### src/rtl/mux_rr_arbiter.sv
// ---------------------------------------------------------------------------
// mux_rr_arbiter
//   Round-robin, packet-locked arbiter that shares one N:1 W-bit mux between
//   N valid/ready requesters and a single downstream valid/ready channel.
//   A requester wins arbitration in IDLE (one bubble cycle), then owns the
//   channel until it transfers a beat with in_last=1.
//
// Ports
//   clk        rising-edge clock
//   rst        synchronous reset, active low
//   in_valid   per-requester valid                  [N]
//   in_data    requester i data in [i*W +: W]       [N*W]
//   in_last    per-requester last-beat flag         [N]
//   in_ready   per-requester ready, at most one set [N]
//   out_valid  shared channel valid
//   out_data   muxed data of the granted requester  [W]
//   out_last   muxed last of the granted requester
//   out_ready  downstream ready
//   grant      registered one-hot grant, 0 when idle [N]
//   busy       high while a grant is held (LOCKED)
// ---------------------------------------------------------------------------
module mux_rr_arbiter #(
  parameter int N = 4,
  parameter int W = 8
) (
  input  logic           clk,
  input  logic           rst,
  input  logic [N-1:0]   in_valid,
  input  logic [N*W-1:0] in_data,
  input  logic [N-1:0]   in_last,
  output logic [N-1:0]   in_ready,
  output logic           out_valid,
  output logic [W-1:0]   out_data,
  output logic           out_last,
  input  logic           out_ready,
  output logic [N-1:0]   grant,
  output logic           busy
);

  localparam int PW = (N > 1) ? $clog2(N) : 1;

  typedef enum logic {IDLE, LOCKED} state_t;

  state_t          r_state;
  logic [N-1:0]    r_grant;
  logic [PW-1:0]   r_ptr;
  logic [PW-1:0]   r_grantIdx;

  logic            w_anyValid;
  logic            w_found;
  logic [PW-1:0]   w_selIdx;
  logic [PW-1:0]   w_scanIdx;
  logic            w_locked;
  logic [W-1:0]    w_muxData;
  logic [N-1:0]    w_ready;
  logic            w_beatDone;

  // Priority search starting at r_ptr and wrapping modulo N. The scan index
  // is stepped explicitly so non-power-of-two N wraps correctly.
  always_comb begin
    w_found    = 1'b0;
    w_selIdx   = '0;
    w_scanIdx  = r_ptr;
    w_anyValid = |in_valid;
    for (int k = 0; k < N; k++) begin
      if (!w_found && in_valid[w_scanIdx]) begin
        w_found  = 1'b1;
        w_selIdx = w_scanIdx;
      end
      w_scanIdx = (w_scanIdx == PW'(N-1)) ? '0 : w_scanIdx + 1'b1;
    end
  end

  // Data mux keyed on the registered grant index; forced to zero when idle.
  always_comb begin
    w_muxData = '0;
    for (int i = 0; i < N; i++) begin
      if (w_locked && (r_grantIdx == PW'(i))) begin
        w_muxData = in_data[i*W +: W];
      end
    end
  end

  // Only the granted requester can ever see ready.
  always_comb begin
    w_ready = '0;
    if (w_locked) begin
      w_ready[r_grantIdx] = out_ready;
    end
  end

  assign w_locked   = (r_state == LOCKED);
  assign w_beatDone = w_locked && in_valid[r_grantIdx] && out_ready;

  assign out_valid = w_locked && in_valid[r_grantIdx];
  assign out_last  = w_locked && in_last[r_grantIdx];
  assign out_data  = w_muxData;
  assign in_ready  = w_ready;
  assign grant     = r_grant;
  assign busy      = w_locked;

  // Arbitration FSM. The pointer only advances past the granted requester
  // once its last beat has actually transferred, which gives the fairness
  // rotation; a reset abandons any packet in flight.
  always_ff @(posedge clk) begin
    if (!rst) begin
      r_state    <= IDLE;
      r_grant    <= '0;
      r_ptr      <= '0;
      r_grantIdx <= '0;
    end else begin
      case (r_state)
        IDLE: begin
          if (w_anyValid && w_found) begin
            r_state    <= LOCKED;
            r_grant    <= N'(1) << w_selIdx;
            r_grantIdx <= w_selIdx;
          end
        end
        LOCKED: begin
          if (w_beatDone && in_last[r_grantIdx]) begin
            r_state <= IDLE;
            r_grant <= '0;
            r_ptr   <= (r_grantIdx == PW'(N-1)) ? '0 : r_grantIdx + 1'b1;
          end
        end
        default: begin
          r_state <= IDLE;
          r_grant <= '0;
        end
      endcase
    end
  end

endmodule

### config.mk
export PLATFORM = sky130hd
export DESIGN_NAME = mux_rr_arbiter
export DESIGN_NICKNAME = d
export VERILOG_FILES = /design/src/rtl/mux_rr_arbiter.sv
export SDC_FILE = /design/constraint.sdc
export NUM_CORES = 1
export LEC_CHECK = 0
export ABC_AREA = 1
export ABC_CLOCK_PERIOD_IN_PS = 2500
export CORE_MARGIN = 5
export CORE_UTILIZATION = 60
export DETAILED_ROUTE_END_ITERATION = 10
export DONT_BUFFER_PORTS = 1
export PLACE_DENSITY = 0.76
export SYNTH_ARGS = -nofsm -noshare
export SYNTH_HDL_FRONTEND = slang
export SYNTH_SLANG_ARGS = --single-unit
### constraint.sdc
create_clock -name clk -period 2.5 [get_ports clk]
set_input_delay 0.5 -clock clk [delete_from_list [all_inputs] [get_ports clk]]
set_output_delay 0.5 -clock clk [all_outputs]
set_load 0.05 [all_outputs]
==> results of run 1 <==
[worst max-delay path, stage by stage (launching register included)]
cell      delay [ps]
dfxtp_1          430
inv_1            130
ha_1             250
nand2_1          110
inv_2             90
nand2_1           70
nand3_1           80
o211ai_1         100
nand2_1          120
buf_12           160
[sequential cells by signal, indices dropped and copies added, names as in the netlist]
signal / count
busy: 1
r_grantIdx: 2
grant: 4
r_ptr: 2
[cell type report]
type,count,area [sq um]
clock buffers,4,26.3
flip-flops and latches,9,181
repair buffers,17,228
well taps,25,31.3
fillers,143,343
inverters,21,81.3
multi-input cells,154,836
[report_power, final]
group | leakage, nW | total, W | internal (W) | switching, W
Combinational | 0.610 | 0.000652 | 0.000246 | 0.000407
Sequential | 0.0742 | 0.000223 | 0.000164 | 0.0000589
Clock | 0.0150 | 0.000115 | 0.0000617 | 0.0000531
Total | 0.699 | 0.000991 | 0.000472 | 0.000519
[cell usage after synthesis]
cell type  number
a21oi_1        10
and3_2          1
clkbuf_1        3
clkinv_1        1
dfxtp_1         9
ha_1            5
inv_1          14
inv_2           5
inv_4           1
nand2_1        62
nand2_2         7
nand2_4         4
nand3_1        26
nand3_2         3
nand3_4         1
nand4_1         2
nor2_1         14
nor2_2          1
nor2_4          1
nor2_8          1
o211ai_1        8
o21ai_0         7
o21ai_2         1
[per-stage QoR]
stage / cell area [sq um] / worst slack (ps) / std cells / utilization / hold slack (ps)
3_3_place_gp: 1350 / 359 / 226 / 0.780 / 519
6_report: 1380 / 187 / 230 / 0.801 / 364
3_5_place_dp: 1350 / 268 / 226 / 0.780 / 521
5_1_grt: 1380 / 60.2 / 230 / 0.801 / 364
4_1_cts: 1380 / 129 / 230 / 0.798 / 375
2_1_floorplan: 1100 / 7.29 / 187 / - / 490
[cell families (layout without fill, tap and decap cells)]
logic type,Yosys count,count (layout),share of synthesized area
compound gates,26,26,0.140
fa+ha+maj,5,5,0.0569
buf+inv,24,42,0.0843
flops,9,9,0.164
simple gates,123,123,0.555
[path summary, 6_finish.rpt]
kind                 startpoint       endpoint  slack [ps]  cells after the start
setup / recovery  r_grantIdx[1]    out_data[1]         190                      9
hold / removal              rst  r_grantIdx[0]         360                      2
setup reg to reg       r_ptr[0]       grant[1]         510                     12
hold reg to reg        r_ptr[1]       r_ptr[1]         530                      2
[what timing repair did]
action	in CTS	in global routing
endpoints found under the setup margin	5	3
endpoints found under the hold margin	0	0
gates resized for setup	2	3
[per-layer routing]
metal	track usage	wire length (microns)	vias up
met5	0	0	-
met3	0.0684	313	6
met2	0.446	1610	47
met1	0.230	1220	566
li1	-	-	648
met4	0.0511	26	0
==> impl_metrics.json, run 1 <==
{
  "status": "complete, no violations",
  "rsz0062_at_grt": "false",
  "final_antenna_net_count": 0,
  "n_antenna_cell": 0,
  "power_leakage_nw": 0.699,
  "drive_gt1_frac": 0.244,
  "power_density_mw_per_mm2": 716,
  "synthCells": 187,
  "hpwl_mm": 2.64,
  "cts.clk_slew.worst_paths_ps": 60,
  "min_period_over_period": 0.925,
  "drt_iter0_drc": 15,
  "core_area_sq_mm": 0.00173,
  "routabilityCongestion": 0.814,
  "clk_latency_ps": 260,
  "crit_path_start_kind": "register",
  "critPathArrivalTime_ps": 1810,
  "die_h_microns": 52.8,
  "die_area_sq_mm": 0.00279,
  "tns_ps": 0,
  "setup_viol": 0,
  "final_nets": 254,
  "avgSynthCellArea_sq_um": 5.87,
  "hp-class": "in -> reg",
  "clkSinkCount": 9,
  "syn_nets": 235,
  "fin_crit_ps": 2310,
  "route.detailed.drc": 0,
  "grt_overflow": 0,
  "cts-buffers-inserted": 3,
  "synth.largest_area_cell": "nand2_1",
  "drt-total-wl_mm": 3.16,
  "layout_common_cells": "61 x nand2_1, 26 x nand3_1, 13 x inv_1, 13 x nor2_1, 10 x a21oi_1",
  "max_freq_mhz": 432,
  "start_util": 0.636,
  "grtUsageTotal": 0.228,
  "io_pins": 62,
  "htreeDepth": 1,
  "mostFrequentLayoutCell": "nand2_1",
  "syn_to_final_growth_pct": 26.0,
  "total_power_w": 0.000991,
  "die_w_microns": 52.8,
  "final_max_slew_viol_count": 0,
  "wl_per_cell_microns": 13.7,
  "netlist_area_sq_mm": 0.00110,
  "cts_tree": "yes",
  "drt-pass1-iter-count": 4,
  "root_buffer": "clkbuf_4",
  "end_kind": "output port",
  "vias": 1267,
  "ys_types": 23,
  "worst_pin_slew_ps": 513,
  "synthTopCellsByArea": "nand2_1 21%, dfxtp_1 16%, nand3_1 12%, ha_1 5.7%, o211ai_1 5.5%",
  "grt_pass1_wl_mm": 4.85,
  "ys_seq_elements": 9,
  "worstSetupPathType": "reg -> out",
  "cp_max_fo": 8,
  "io_buffers": 0,
  "viasPerCell": 5.51,
  "cts_hold_buffers": 0,
  "seq_area_frac_synth": 0.164,
  "finalHoldViolations": 0,
  "post-cts-setup-buffers": 0,
  "clock-skew-final_ps": 2.27,
  "grt_pass1_vias": 1123,
  "required_ps": 2000,
  "synth_top_area_frac": 0.212,
  "vdd_drop_max_mv": 0.621,
  "clk_path_buf_depth": 2,
  "fp-row-count": 15,
  "yosysWarnings": 0,
  "drv_cap": 0,
  "antenna_found_initial": 0,
  "grt_max_degree": 18,
  "slew_headroom": 0.658
}
Note: power is estimated with default switching activity, not from simulation.
==> inputs of run 2 (changes only) <==
--- a/config.mk
+++ b/config.mk
@@ -9,6 +9,7 @@
 export ABC_CLOCK_PERIOD_IN_PS = 2500
 export CORE_MARGIN = 5
 export CORE_UTILIZATION = 60
+export CTS_CLUSTER_DIAMETER = 60
 export DETAILED_ROUTE_END_ITERATION = 10
 export DONT_BUFFER_PORTS = 1
 export PLACE_DENSITY = 0.76
==> results of run 2 <==
Same layout as run 1: the final DEF is identical, and so are final timing and power.
==> inputs of run 3 (changes only) <==
--- a/config.mk
+++ b/config.mk
@@ -13,6 +13,7 @@
 export DETAILED_ROUTE_END_ITERATION = 10
 export DONT_BUFFER_PORTS = 1
 export PLACE_DENSITY = 0.76
+export REMOVE_ABC_BUFFERS = 1
 export SYNTH_ARGS = -nofsm -noshare
 export SYNTH_HDL_FRONTEND = slang
 export SYNTH_SLANG_ARGS = --single-unit
==> impl_metrics.json, run 3 (same netlist as run 1, synthesis figures left out) <==
{
  "viasPerCell": 5.55,
  "max_freq_mhz": 439,
  "switching_share": 0.519,
  "syn_to_final_growth_pct": 26.1,
  "power_density_mw_per_mm2": 708,
  "vias": 1276,
  "vdd_drop_max_mv": 0.507,
  "r2r_setup_slack_ps": 550,
  "drive_gt1_frac": 0.244,
  "clkSinkCount": 9,
  "core_area_sq_mm": 0.00173,
  "largest_reg_flops": 4,
  "final.fill_count": 127,
  "n_antenna_cell": 0,
  "wl_per_cell_microns": 13.5,
  "cp-endpoint": "out_data[6]",
  "grt_use_met3": 0.0741,
  "grt_use_met2": 0.421,
  "cp_max_fo": 8,
  "post-cts-setup-buffers": 0,
  "rsz0062_at_grt": "false",
  "r2r_cells": 12,
  "p_sw_w": 0.000509,
  "die_h_microns": 52.8,
  "status": "complete, no violations",
  "final_antenna_net_count": 0,
  "p_seq_frac": 0.227,
  "htreeDepth": 1,
  "slew_headroom": 0.644,
  "cts-buffers-inserted": 3,
  "power_frac_comb": 0.661,
  "power_leakage_nw": 0.702,
  "required_ps": 2000,
  "routabilityCongestion": 0.837,
  "worst_pin_slew_ps": 533,
  "root_buffer": "clkbuf_4",
  "hpwl_mm": 2.70,
  "cts.clk_slew.worst_paths_ps": 50,
  "cts_hold_buffers": 0,
  "grt_max_degree": 18,
  "dp_slack_ps": 264,
  "p_int_w": 0.000471,
  "final_max_slew_viol_count": 0,
  "cts_tree": "yes",
  "clk_path_buf_depth": 2,
  "clk_latency_ps": 260,
  "io_buffers": 0,
  "p_clk_frac": 0.112,
  "grtUsageTotal": 0.227,
  "setup_slack_ps": 222,
  "worstSetupPathType": "reg -> out",
  "start_util": 0.636,
  "drt_iter0_drc": 32,
  "layout_common_cells": "61 x nand2_1, 26 x nand3_1, 14 x inv_1",
  "grt_overflow": 0,
  "route.detailed.drc": 0,
  "min_period_over_period": 0.911,
  "critPathArrivalTime_ps": 1780,
  "die_area_sq_mm": 0.00279,
  "fin_crit_ps": 2280,
  "drt-pass1-iter-count": 4,
  "die_w_microns": 52.8,
  "io_pins": 62,
  "drt-total-wl_mm": 3.11,
  "mostFrequentLayoutCell": "nand2_1",
  "top_usage_layer": "met2",
  "whs_ps": 368,
  "grt_use_met1": 0.244,
  "crit_path_start_kind": "register",
  "drv_cap": 0,
  "final_nets": 254,
  "setup_viol": 0,
  "clock-skew-final_ps": 2.99,
  "reg2reg_from": "r_ptr[0]",
  "hp-class": "in -> reg",
  "crit_path_start": "r_grantIdx[1]",
  "fp-row-count": 15,
  "r2r-end": "grant[0]",
  "grt_pass1_vias": 1136,
  "antenna_found_initial": 0,
  "grt_pass1_wl_mm": 4.80,
  "finalHoldViolations": 0,
  "end_kind": "output port"
}
==> run 3: power groups by stage <==
| stage | clock network (W) | registers, W | logic, W |
|---|---|---|---|
| finish | 0.000110 | 0.000223 | 0.000648 |
| global route | 0.000122 | 0.000226 | 0.000698 |
| CTS | 0.000112 | 0.000222 | 0.000645 |
| detailed placement | 0 | 0.000224 | 0.000642 |
| global placement | 0 | 0.000223 | 0.000629 |
| floorplan | 0 | 0.000229 | 0.000417 |
==> run 3: layout make-up <==
cell class	count	area (sq um)	area share
Sequential cell	9	183	0.132
Tap cell	25	31.3	0.0226
Multi-Input combinational cell	154	836	0.603
Clock buffer	4	26.3	0.0190
Inverter	21	81.3	0.0587
Timing Repair Buffer	17	228	0.164
==> run 3: critical path: stages (launching register included) <==
cell,delay (ps)
dfxtp_2,350
inv_1,120
ha_1,230
nand2_1,80
inv_1,190
nand2_1,100
nand3_1,90
o211ai_1,90
nand2_1,120
buf_12,140
==> run 3: through the flow <==
step	setup TNS [ps]	utilization	instances	instance area (sq um)	total power, W
final	0	0.802	230	1390	0.000980
after global routing	0	0.802	230	1390	0.00105
after CTS	0	0.796	230	1380	0.000978
after detailed placement	0	0.780	226	1350	0.000867
after global placement	0	0.780	226	1350	0.000851
after floorplan	-373	-	184	1090	0.000645
==> run 3: per-layer routing <==
layer | share of wire | vias to the layer above
met2 | 0.50 | 57
li1 | - | 652
met5 | 0 | -
met1 | 0.38 | 565
met4 | 0.0039 | 0
met3 | 0.12 | 2
==> run 3: worst min path at each step <==
| stage | end | cells after the start | start | slack (ps) |
|---|---|---|---|---|
| after detailed placement | r_ptr[1] | 2 | r_ptr[1] | 530 |
| after global routing | r_ptr[1] | 2 | rst | 380 |
| after CTS | r_grantIdx[1] | 2 | rst | 370 |
| after floorplan | r_ptr[1] | 2 | r_ptr[1] | 490 |
| after global placement | r_ptr[1] | 2 | r_ptr[1] | 520 |
| final | r_grantIdx[1] | 2 | rst | 370 |
==> run 3: what timing repair did <==
action / 4_1_cts / 5_1_grt
resized for setup: 1 / 4
hold endpoints to repair: 0 / 0
setup endpoints to repair: 2 / 8
